### config.mk
export PLATFORM = sky130hd
export DESIGN_NAME = mem_ctrl
export DESIGN_NICKNAME = d
export VERILOG_FILES = /design/src/rtl/mem_ctrl.sv
export SDC_FILE = /design/constraint.sdc
export NUM_CORES = 1
export LEC_CHECK = 0
export BUFFER_PORTS_ARGS = -buffer_cell sky130_fd_sc_hd__clkbuf_2
export CAP_MARGIN = 5
export CORE_MARGIN = 3
export CORE_UTILIZATION = 40
export CTS_CLUSTER_SIZE = 25
export DETAILED_ROUTE_END_ITERATION = 12
export PLACE_DENSITY = 0.69
export SLEW_MARGIN = 25
export SYNTH_ARGS = -nofsm -noshare
export SYNTH_HDL_FRONTEND = slang
export SYNTH_SLANG_ARGS = --single-unit
### constraint.sdc
create_clock -name clk -period 2.3 [get_ports clk]
set_input_delay 0.46 -clock clk [delete_from_list [all_inputs] [get_ports clk]]
set_output_delay 0.46 -clock clk [all_outputs]
set_load 0.03 [all_outputs]
### src/rtl/mem_ctrl.sv
// mem_ctrl: byte-addressed load/store initiator driving a word-addressed synchronous memory
module mem_ctrl #(
   parameter int unsigned DEPTH_WORDS = 4096
) (
   input  logic        clk,
   input  logic        rst_n,
   input  logic        req_valid,
   output logic        req_ready,
   input  logic        req_we,
   input  logic [2:0]  req_funct3,
   input  logic [31:0] req_addr,
   input  logic [31:0] req_wdata,
   output logic        rsp_valid,
   output logic [31:0] rsp_rdata,
   output logic        rsp_err,
   output logic        mem_write_en,
   output logic [31:0] mem_addr,
   output logic [31:0] mem_write_data,
   input  logic [31:0] mem_read_data
);
   typedef enum logic [2:0] {IDLE, RD_ISSUE, RD_CAPTURE, WRITE, RESP} state_t;
   state_t state;
   logic        we_q;
   logic [2:0]  f3_q;
   logic [1:0]  lane_q;
   logic [15:0] wdata_q;
   logic        bad_f3, misalign, out_range, req_err;
   logic [7:0]  rd_b;
   logic [15:0] rd_h;
   logic [31:0] ld_val, st_val;
   // request checks on the live inputs, and load extraction / store merge on the captured word
   always_comb begin
      bad_f3    = req_we ? (req_funct3 > 3'b010) : (req_funct3 == 3'b011 || req_funct3[2:1] == 2'b11);
      misalign  = (req_funct3[1:0] == 2'b01 && req_addr[0]) || (req_funct3[1:0] == 2'b10 && req_addr[1:0] != 2'b00);
      out_range = {2'b00, req_addr[31:2]} >= DEPTH_WORDS;
      req_err   = bad_f3 || misalign || out_range;
      rd_b      = mem_read_data[{lane_q, 3'b000} +: 8];
      rd_h      = mem_read_data[{lane_q[1], 4'b0000} +: 16];
      ld_val    = f3_q[1:0] == 2'b00 ? {{24{rd_b[7] & ~f3_q[2]}}, rd_b} :
                  f3_q[1:0] == 2'b01 ? {{16{rd_h[15] & ~f3_q[2]}}, rd_h} : mem_read_data;
      st_val    = mem_read_data;
      if (f3_q[1:0] == 2'b00)
         st_val[{lane_q, 3'b000} +: 8] = wdata_q[7:0];
      else
         st_val[{lane_q[1], 4'b0000} +: 16] = wdata_q[15:0];
   end
   // control FSM with all outputs registered; write strobe only ever asserted in WRITE
   always_ff @(posedge clk or negedge rst_n) begin
      if (!rst_n) begin
         state          <= IDLE;
         req_ready      <= 1'b1;
         rsp_valid      <= 1'b0;
         rsp_rdata      <= '0;
         rsp_err        <= 1'b0;
         mem_write_en   <= 1'b0;
         mem_addr       <= '0;
         mem_write_data <= '0;
         we_q           <= 1'b0;
         f3_q           <= '0;
         lane_q         <= '0;
         wdata_q        <= '0;
      end else begin
         case (state)
            IDLE: if (req_valid) begin
               req_ready <= 1'b0;
               we_q      <= req_we;
               f3_q      <= req_funct3;
               lane_q    <= req_addr[1:0];
               wdata_q   <= req_wdata[15:0];
               if (req_err) begin
                  state     <= RESP;
                  rsp_valid <= 1'b1;
                  rsp_err   <= 1'b1;
                  rsp_rdata <= '0;
               end else begin
                  mem_addr       <= {2'b00, req_addr[31:2]};
                  mem_write_data <= req_wdata;
                  if (req_we && req_funct3 == 3'b010) begin
                     state        <= WRITE;
                     mem_write_en <= 1'b1;
                  end else
                     state <= RD_ISSUE;
               end
            end
            RD_ISSUE: state <= RD_CAPTURE;
            RD_CAPTURE: if (we_q) begin
               mem_write_data <= st_val;
               mem_write_en   <= 1'b1;
               state          <= WRITE;
            end else begin
               rsp_rdata <= ld_val;
               rsp_err   <= 1'b0;
               rsp_valid <= 1'b1;
               state     <= RESP;
            end
            WRITE: begin
               mem_write_en <= 1'b0;
               rsp_rdata    <= '0;
               rsp_err      <= 1'b0;
               rsp_valid    <= 1'b1;
               state        <= RESP;
            end
            RESP: begin
               rsp_valid <= 1'b0;
               req_ready <= 1'b1;
               state     <= IDLE;
            end
            default: state <= IDLE;
         endcase
      end
   end
endmodule

==> results of run 1 <==
-- layer usage --
layer  vias up  share of wire [%]
li1       2612                  -
met1      2738                 44
met2       266                 44
met3        52                8.7
met4         0                3.2
met5         -                  0
-- state kept, by name (all words and copies together), names as in the netlist --
register and count:
f3_q 3, lane_q 2, mem_addr 30, mem_write_data 32
mem_write_en 1, req_ready 1, rsp_err 1, rsp_rdata 32
rsp_valid 1, state 3, wdata_q 16, we_q 1
-- layout make-up --
type | instances | area, um^2 | share of cell area [%]
clock buffers | 18 | 439 | 4.97
clock inverters | 14 | 195 | 2.21
inverters | 31 | 116 | 1.32
multi-input cells | 382 | 3340 | 37.7
flip-flops and latches | 123 | 3080 | 34.8
well taps | 216 | 270 | 3.06
repair buffers | 239 | 1400 | 15.9
-- kinds of logic (layout without fill, tap and decap cells) --
group / count (synthesis) / after routing / share of synthesized area, %
flops: 123 / 123 / 45.6
other cells: 1 / 2 / 0.0555
mux: 138 / 138 / 23.7
compound gates: 155 / 155 / 17.2
buf+inv: 74 / 302 / 5.57
simple gates: 82 / 82 / 6.96
fa+ha+maj: 5 / 5 / 0.926
-- cells in the final DEF (no fill, tap or decap), types with 17 or more instances in the layout --
| cell | instances |
|---|---|
| clkbuf_2 | 199 |
| dfrtp_1 | 121 |
| mux2_2 | 84 |
| a21oi_1 | 42 |
| mux2i_1 | 34 |
| buf_4 | 32 |
| inv_1 | 28 |
| a22o_1 | 26 |
| a221o_1 | 25 |
| nor2b_1 | 22 |
| nor2_1 | 19 |
| nand2_1 | 17 |
| clkbuf_16 | 17 |
-- cell usage after synthesis (9+ instances only) --
cell	instances	share of area, %
mux2_1	12	2.0
a211oi_1	16	1.8
nor2_1	19	1.1
nand2_1	17	0.94
a22o_1	26	3.4
clkbuf_1	18	1.0
a21oi_1	42	3.1
o22ai_1	9	0.83
a221o_1	25	3.7
buf_2	10	0.74
mux2_2	84	14
inv_1	28	1.6
a221oi_1	14	1.8
nor2b_1	22	2.0
dfrtp_1	122	45
mux2i_1	34	5.0
-- power by group --
| group | internal (W) | leakage, nW | switching [W] |
|---|---|---|---|
| combinational | 0.000439 | 2.62 | 0.000554 |
| sequential | 0.00223 | 1.65 | 0.0000977 |
| clock | 0.00184 | 0.299 | 0.00102 |
| total | 0.00451 | 4.57 | 0.00167 |
-- worst register-to-register path, stage by stage, from the launching register on --
cell,delay (ns)
dfrtp_2,0.39
clkinv_1,0.14
ha_1,0.42
nand2_1,0.10
nor3_2,0.15
buf_4,0.18
a221oi_1,0.09
o31ai_1,0.38
mux2_2,0.22
-- how the worst min path moves through the flow --
| stage | slack, ns | end | from | depth (start not counted) |
|---|---|---|---|---|
| final | 0.01 | rsp_valid$_DFFE_PN0P_ | rst_n | 1 |
| after floorplan | 0.16 | f3_q[0]$_DFFE_PN0P_ | rst_n | 0 |
| after global placement | 0.47 | mem_write_en$_DFFE_PN0P_ | rst_n | 1 |
| after global routing | 0.03 | rsp_valid$_DFFE_PN0P_ | rst_n | 1 |
| after detailed placement | 0.47 | rsp_valid$_DFFE_PN0P_ | rst_n | 1 |
| after CTS | 0.03 | mem_write_data[15]$_DFFE_PN0P_ | rst_n | 1 |
-- metrics by stage --
stage / total power (W) / cells / hold slack, ns
global placement: 0.00332 / 990 / 0.466
floorplan: 0.00294 / 579 / 0.164
detailed placement: 0.00333 / 990 / 0.469
CTS: 0.00622 / 1022 / 0.0274
global route: 0.00643 / 1023 / 0.0348
finish: 0.00618 / 1023 / 0.0129
==> key figures, run 1 <==
Route
  • DR DRC count: 0
  • Routed vias/inst: 5.54
  • Via Count: 5668
  • Final ANT Viol Nets: 0
  • Routed WL: 20300 um
  • Average wire per standard cell: 19.8 um
  • First-pass DRT Iterations: 6
  • Drt initial violations: 551

Critical path
  • Crit path buf inv count: 2
  • Crit end category: flip-flop
  • Critical path startpoint: lane_q[1]$_DFFE_PN0P_
  • Setup CP Type: flip-flop to flip-flop
  • Critical-path maximum fanout: 7
  • FF-to-FF End: mem_write_data[10]$_DFFE_PN0P_
  • CP top delay family: compound AO/OA/AOI/OAI gates
  • Worst-path cell chain: clkinv_1, ha_1, nand2_1, nor3_2, buf_4, a221oi_1, o31ai_1, mux2_2
  • R2r worst-path depth: 8
  • R2r startpoint: lane_q[1]$_DFFE_PN0P_
  • WP data arrival: 2.48 ns
  • CP required: 2.65 ns
  • Worst Setup EP: mem_write_data[10]$_DFFE_PN0P_
  • Startpoint types: flip-flop
  • Critical Path Stages: 8
  • Slowest-stage cell, CP: ha_1
  • Crit-path max cell delay: 0.42 ns
  • R2r setup slk: 0.17 ns

Global routing
  • Met1 Track Usage GR: 31.7%
  • Vias in the first global route: 5452
  • Met2 Track Usage GR: 31.6%
  • Initial antenna violation count: 0
  • GR Overflow Total: 0
  • Largest net degree at the start of global routing: 61
  • First-pass GRT wire length: 30900 um
  • Grt met3 use: 5.81%
  • GRT Max-Usage Layer: met1
  • Overall Global Routing Usage: 22.0%

Timing
  • Unrepaired setup endpoints after global routing: no
  • Tmin final: 2.13 ns
  • Post-route setup TNS: 0 ns
  • Actual slew at the worst max-slew pin: 0.583 ns
  • Hold Fails Final Rpt: 0
  • Slew Limit Headroom: 61.0%
  • Final setup margin: 0.168 ns
  • Clk_skew: 0.00946 ns
  • Slew Limit Fails: 0
  • Fmax: 469 MHz
  • Setup violators final: 0
  • Tcrit/Tclk final: 92.7%

Power and ir drop
  • PwrDens: 699 nW/um^2
  • VDD IR max: 535 uV
  • Leakage power: 4.57 nW

Floorplanning
  • Total Die Area: 18500 um^2
  • Die Wd: 136 um
  • Die Ht: 136 um
  • CORE AREA: 16200 um^2
  • Num rows: 46
  • Starting Density: 41.6%
  • I/O pin total: 203

Job
  • Max_cap viols: 0

Yosys
  • Syn Area/Cell: 11.7 um^2
  • #FFs+latches synth: 123
  • Asr flop ratio synth: 100%
  • Synth Instances: 578
  • Seq/Total Area, Yosys: 45.6%
  • Library cells used by synthesis: 48
  • Yosys warnings: 0
  • Mapped Area: 6760 um^2
  • Synth Flop Type: dfrtp_1
  • Post-synth EDFFs: 0

Clock network
  • CTS Buffer Depth: 2
  • Hold Buf Count CTS: 0
  • Setup Buffers After CTS: 0
  • Sink Count: 123
  • CTS tree: built
  • Resized cells post-CTS: 0
  • Clock transition at path regs: 0.06 ns
  • CTS root buf: clkbuf_16
  • H-tree levels: 4
  • Later-pin clock latency in the skew report: 0.41 ns
  • Num CTS Buffers: 17

Min path
  • Hold Path Class: input port to async pin

Placement
  • GPL Wtd Cong: 0.898
  • Dpl cell area: 8180 um^2
  • Hpwl dp: 15100 um
  • Post-place setup slack: 0.0224 ns
  • IO Port Bufs: 200

Cells and area
  • Area growth from synthesis to layout: 30.8%
  • Fin area: 8840 um^2
  • Fillcell total: 1503
  • Layout cells sized above 1: 47.1%
  • Antenna fix cells: 0
  • Final core utilization: 54.5%
  • Final layout net count: 902

Run status
  • Status: finished, final reports clean
Note: power is estimated with default switching activity, not from simulation.
==> run 2, diff against run 1 <==
Settings changed: CORE_MARGIN 3 to default, CTS_CLUSTER_DIAMETER from default to 40.
==> run 2 against run 1 <==
  * Utilization shrank 1.4 points
  * Sequential share of layout area rose by 0.29 points
  * Clock skew hardly changed
  * Via count is 0.39% higher
  * Largest power group unchanged
==> key figures, run 2 (synthesis results as in run 1) <==
Floorplanning
  • CORE AREA: 16500 um^2 (was 16200 um^2)
  • Starting Density: 40.9% (was 41.6%)
  • Total Die Area: 17400 um^2 (was 18500 um^2)
  • Die Wd: 132 um (was 136 um)
  • Die Ht: 132 um (was 136 um)
  • I/O pin total: 203 (unchanged)
  • Num rows: 47 (was 46)

Critical path
  • Crit end category: flip-flop (unchanged)
  • Setup CP Type: flip-flop to flip-flop (unchanged)
  • Crit path buf inv count: 1 (was 2)
  • WP data arrival: 2.56 ns (was 2.48 ns)
  • Slowest-stage cell, CP: o31ai_1 (was ha_1)
  • Startpoint types: flip-flop (unchanged)
  • Worst-path cell chain: clkinv_1, ha_1, nand2_1, nor3_4, a221oi_1, o31ai_1, mux2_2 (was clkinv_1, ha_1, nand2_1, nor3_2, buf_4, a221oi_1, o31ai_1, mux2_2)
  • Crit-path max cell delay: 0.47 ns (was 0.42 ns)
  • Critical-path maximum fanout: 8 (was 7)
  • CP required: 2.65 ns (about the same)
  • CP top delay family: compound AO/OA/AOI/OAI gates (unchanged)

Cells and area
  • Largest registers: mem_write_data (32), rsp_rdata (32), mem_addr (30) (unchanged)
  • Final layout net count: 902 (unchanged)
  • Final core utilization: 53.1% (was 54.5%)
  • Leading cell types in the layout, fill and taps excluded: clkbuf_2 (199), dfrtp_1 (121), mux2_2 (84), a21oi_1 (42) (was clkbuf_2 (199), dfrtp_1 (121), mux2_2 (84), a21oi_1 (42), mux2i_1 (34))
  • Antenna fix cells: 0 (unchanged)
  • Layout cells sized above 1: 47.2% (was 47.1%)
  • Commonest non-fill, non-tap cell in the layout: clkbuf_2 (unchanged)
  • Fillcell total: 1497 (was 1503)
  • Fin area: 8770 um^2 (was 8840 um^2)
  • Area growth from synthesis to layout: 29.7% (was 30.8%)

Placement
  • Post-place setup slack: -0.0335 ns (was 0.0224 ns)
  • GPL Wtd Cong: 0.878 (was 0.898)
  • IO Port Bufs: 200 (unchanged)
  • Dpl cell area: 8160 um^2 (was 8180 um^2)
  • Hpwl dp: 14500 um (was 15100 um)

Timing
  • Tcrit/Tclk final: 96.2% (was 92.7%)
  • Clk_skew: 0.00898 ns (was 0.00946 ns)
  • Slew Limit Fails: 0 (unchanged)
  • Slew Limit Headroom: 53.4% (was 61.0%)
  • Post-route setup TNS: 0 ns (unchanged)
  • Tmin final: 2.21 ns (was 2.13 ns)
  • Unrepaired setup endpoints after global routing: no (unchanged)
  • Final setup margin: 0.0884 ns (was 0.168 ns)
  • Hold Fails Final Rpt: 0 (unchanged)
  • Fmax: 452 MHz (was 469 MHz)
  • Setup violators final: 0 (unchanged)
  • Actual slew at the worst max-slew pin: 0.700 ns (was 0.583 ns)

Job
  • Max_cap viols: 0 (unchanged)

Clock network
  • Sink Count: 123 (unchanged)
  • H-tree levels: 4 (unchanged)
  • CTS tree: built (unchanged)
  • CTS root buf: clkbuf_16 (unchanged)
  • Later-pin clock latency in the skew report: 0.42 ns (was 0.41 ns)
  • Num CTS Buffers: 17 (unchanged)
  • CTS Buffer Depth: 2 (unchanged)
  • Setup Buffers After CTS: 0 (unchanged)
  • Clock transition at path regs: 0.06 ns (about the same)

Route
  • Drt initial violations: 581 (was 551)
  • Via Count: 5690 (was 5668)
  • Average wire per standard cell: 19.6 um (was 19.8 um)
  • First-pass DRT Iterations: 5 (was 6)
  • Routed vias/inst: 5.54 (about the same)
  • DR DRC count: 0 (unchanged)
  • Final ANT Viol Nets: 0 (unchanged)
  • Routed WL: 20100 um (was 20300 um)

Global routing
  • Overall Global Routing Usage: 23.7% (was 22.0%)
  • Initial antenna violation count: 0 (unchanged)
  • GR Overflow Total: 0 (unchanged)
  • Vias in the first global route: 5461 (was 5452)
  • Largest net degree at the start of global routing: 53 (was 61)
  • First-pass GRT wire length: 31600 um (was 30900 um)

Run status
  • Status: finished, final reports clean (unchanged)

Power and ir drop
  • PwrDens: 680 nW/um^2 (was 699 nW/um^2)
  • PnR Total Power: 0.00597 W (was 0.00618 W)
  • Leakage power: 4.53 nW (was 4.57 nW)
  • VDD IR max: 569 uV (was 535 uV)

Min path
  • Hold Path Class: input port to async pin (unchanged)
==> run 2: per-layer routing <==
layer  track usage, %  wire [um]  vias up
li1                 -          -     2621
met1             33.8       9210     2785
met2             34.3       8990      247
met3             5.84       1330       37
met4             9.82        598        0
met5                0          0        -
==> run 2: final timing paths <==
kind	startpoint	endpoint	slack (ns)	cells past startpoint
min reg2reg	rsp_rdata[20]$_DFFE_PN0P_	rsp_rdata[20]$_DFFE_PN0P_	0.49	1
min	rst_n	mem_addr[17]$_DFFE_PN0P_	0.08	1
max	lane_q[1]$_DFFE_PN0P_	mem_write_data[12]$_DFFE_PN0P_	0.09	7
max reg2reg	lane_q[1]$_DFFE_PN0P_	mem_write_data[12]$_DFFE_PN0P_	0.09	7
max in group asynchronous	rst_n	rsp_rdata[20]$_DFFE_PN0P_	1.42	2
min in group clk	req_addr[7]	mem_addr[5]$_DFFE_PN0P_	0.26	2
==> run 2: cell type report <==
cell class	count	area, um^2	share of cell area, %
Timing Repair Buffer	238	1350	15.4
Clock inverter	15	156	1.78
Tap cell	220	275	3.14
Clock buffer	17	425	4.85
Inverter	31	116	1.33
Sequential cell	123	3080	35.1
Multi-Input combinational cell	383	3360	38.4
==> run 2: where the power goes <==
group	total, W	switching [W]	internal, W	leakage (nW)
sequential	0.00232	0.0000934	0.00223	1.65
combinational	0.00100	0.000567	0.000436	2.61
clock	0.00264	0.00111	0.00153	0.278
total	0.00597	0.00177	0.00419	4.53
==> run 2: metrics by stage <==
stage                     instances  hold WS [ns]
after floorplan                 579         0.164
after global placement          994         0.466
after detailed placement        994         0.479
after CTS                      1027         0.114
after global routing           1027         0.143
final                          1027        0.0826
==> run 2: what timing repair did <==
action                                  4_1_cts  5_1_grt
gates cloned                                  1        0
endpoints found under the setup margin        3       20
hold buffers                                  0        0
gates resized for setup                       0        3
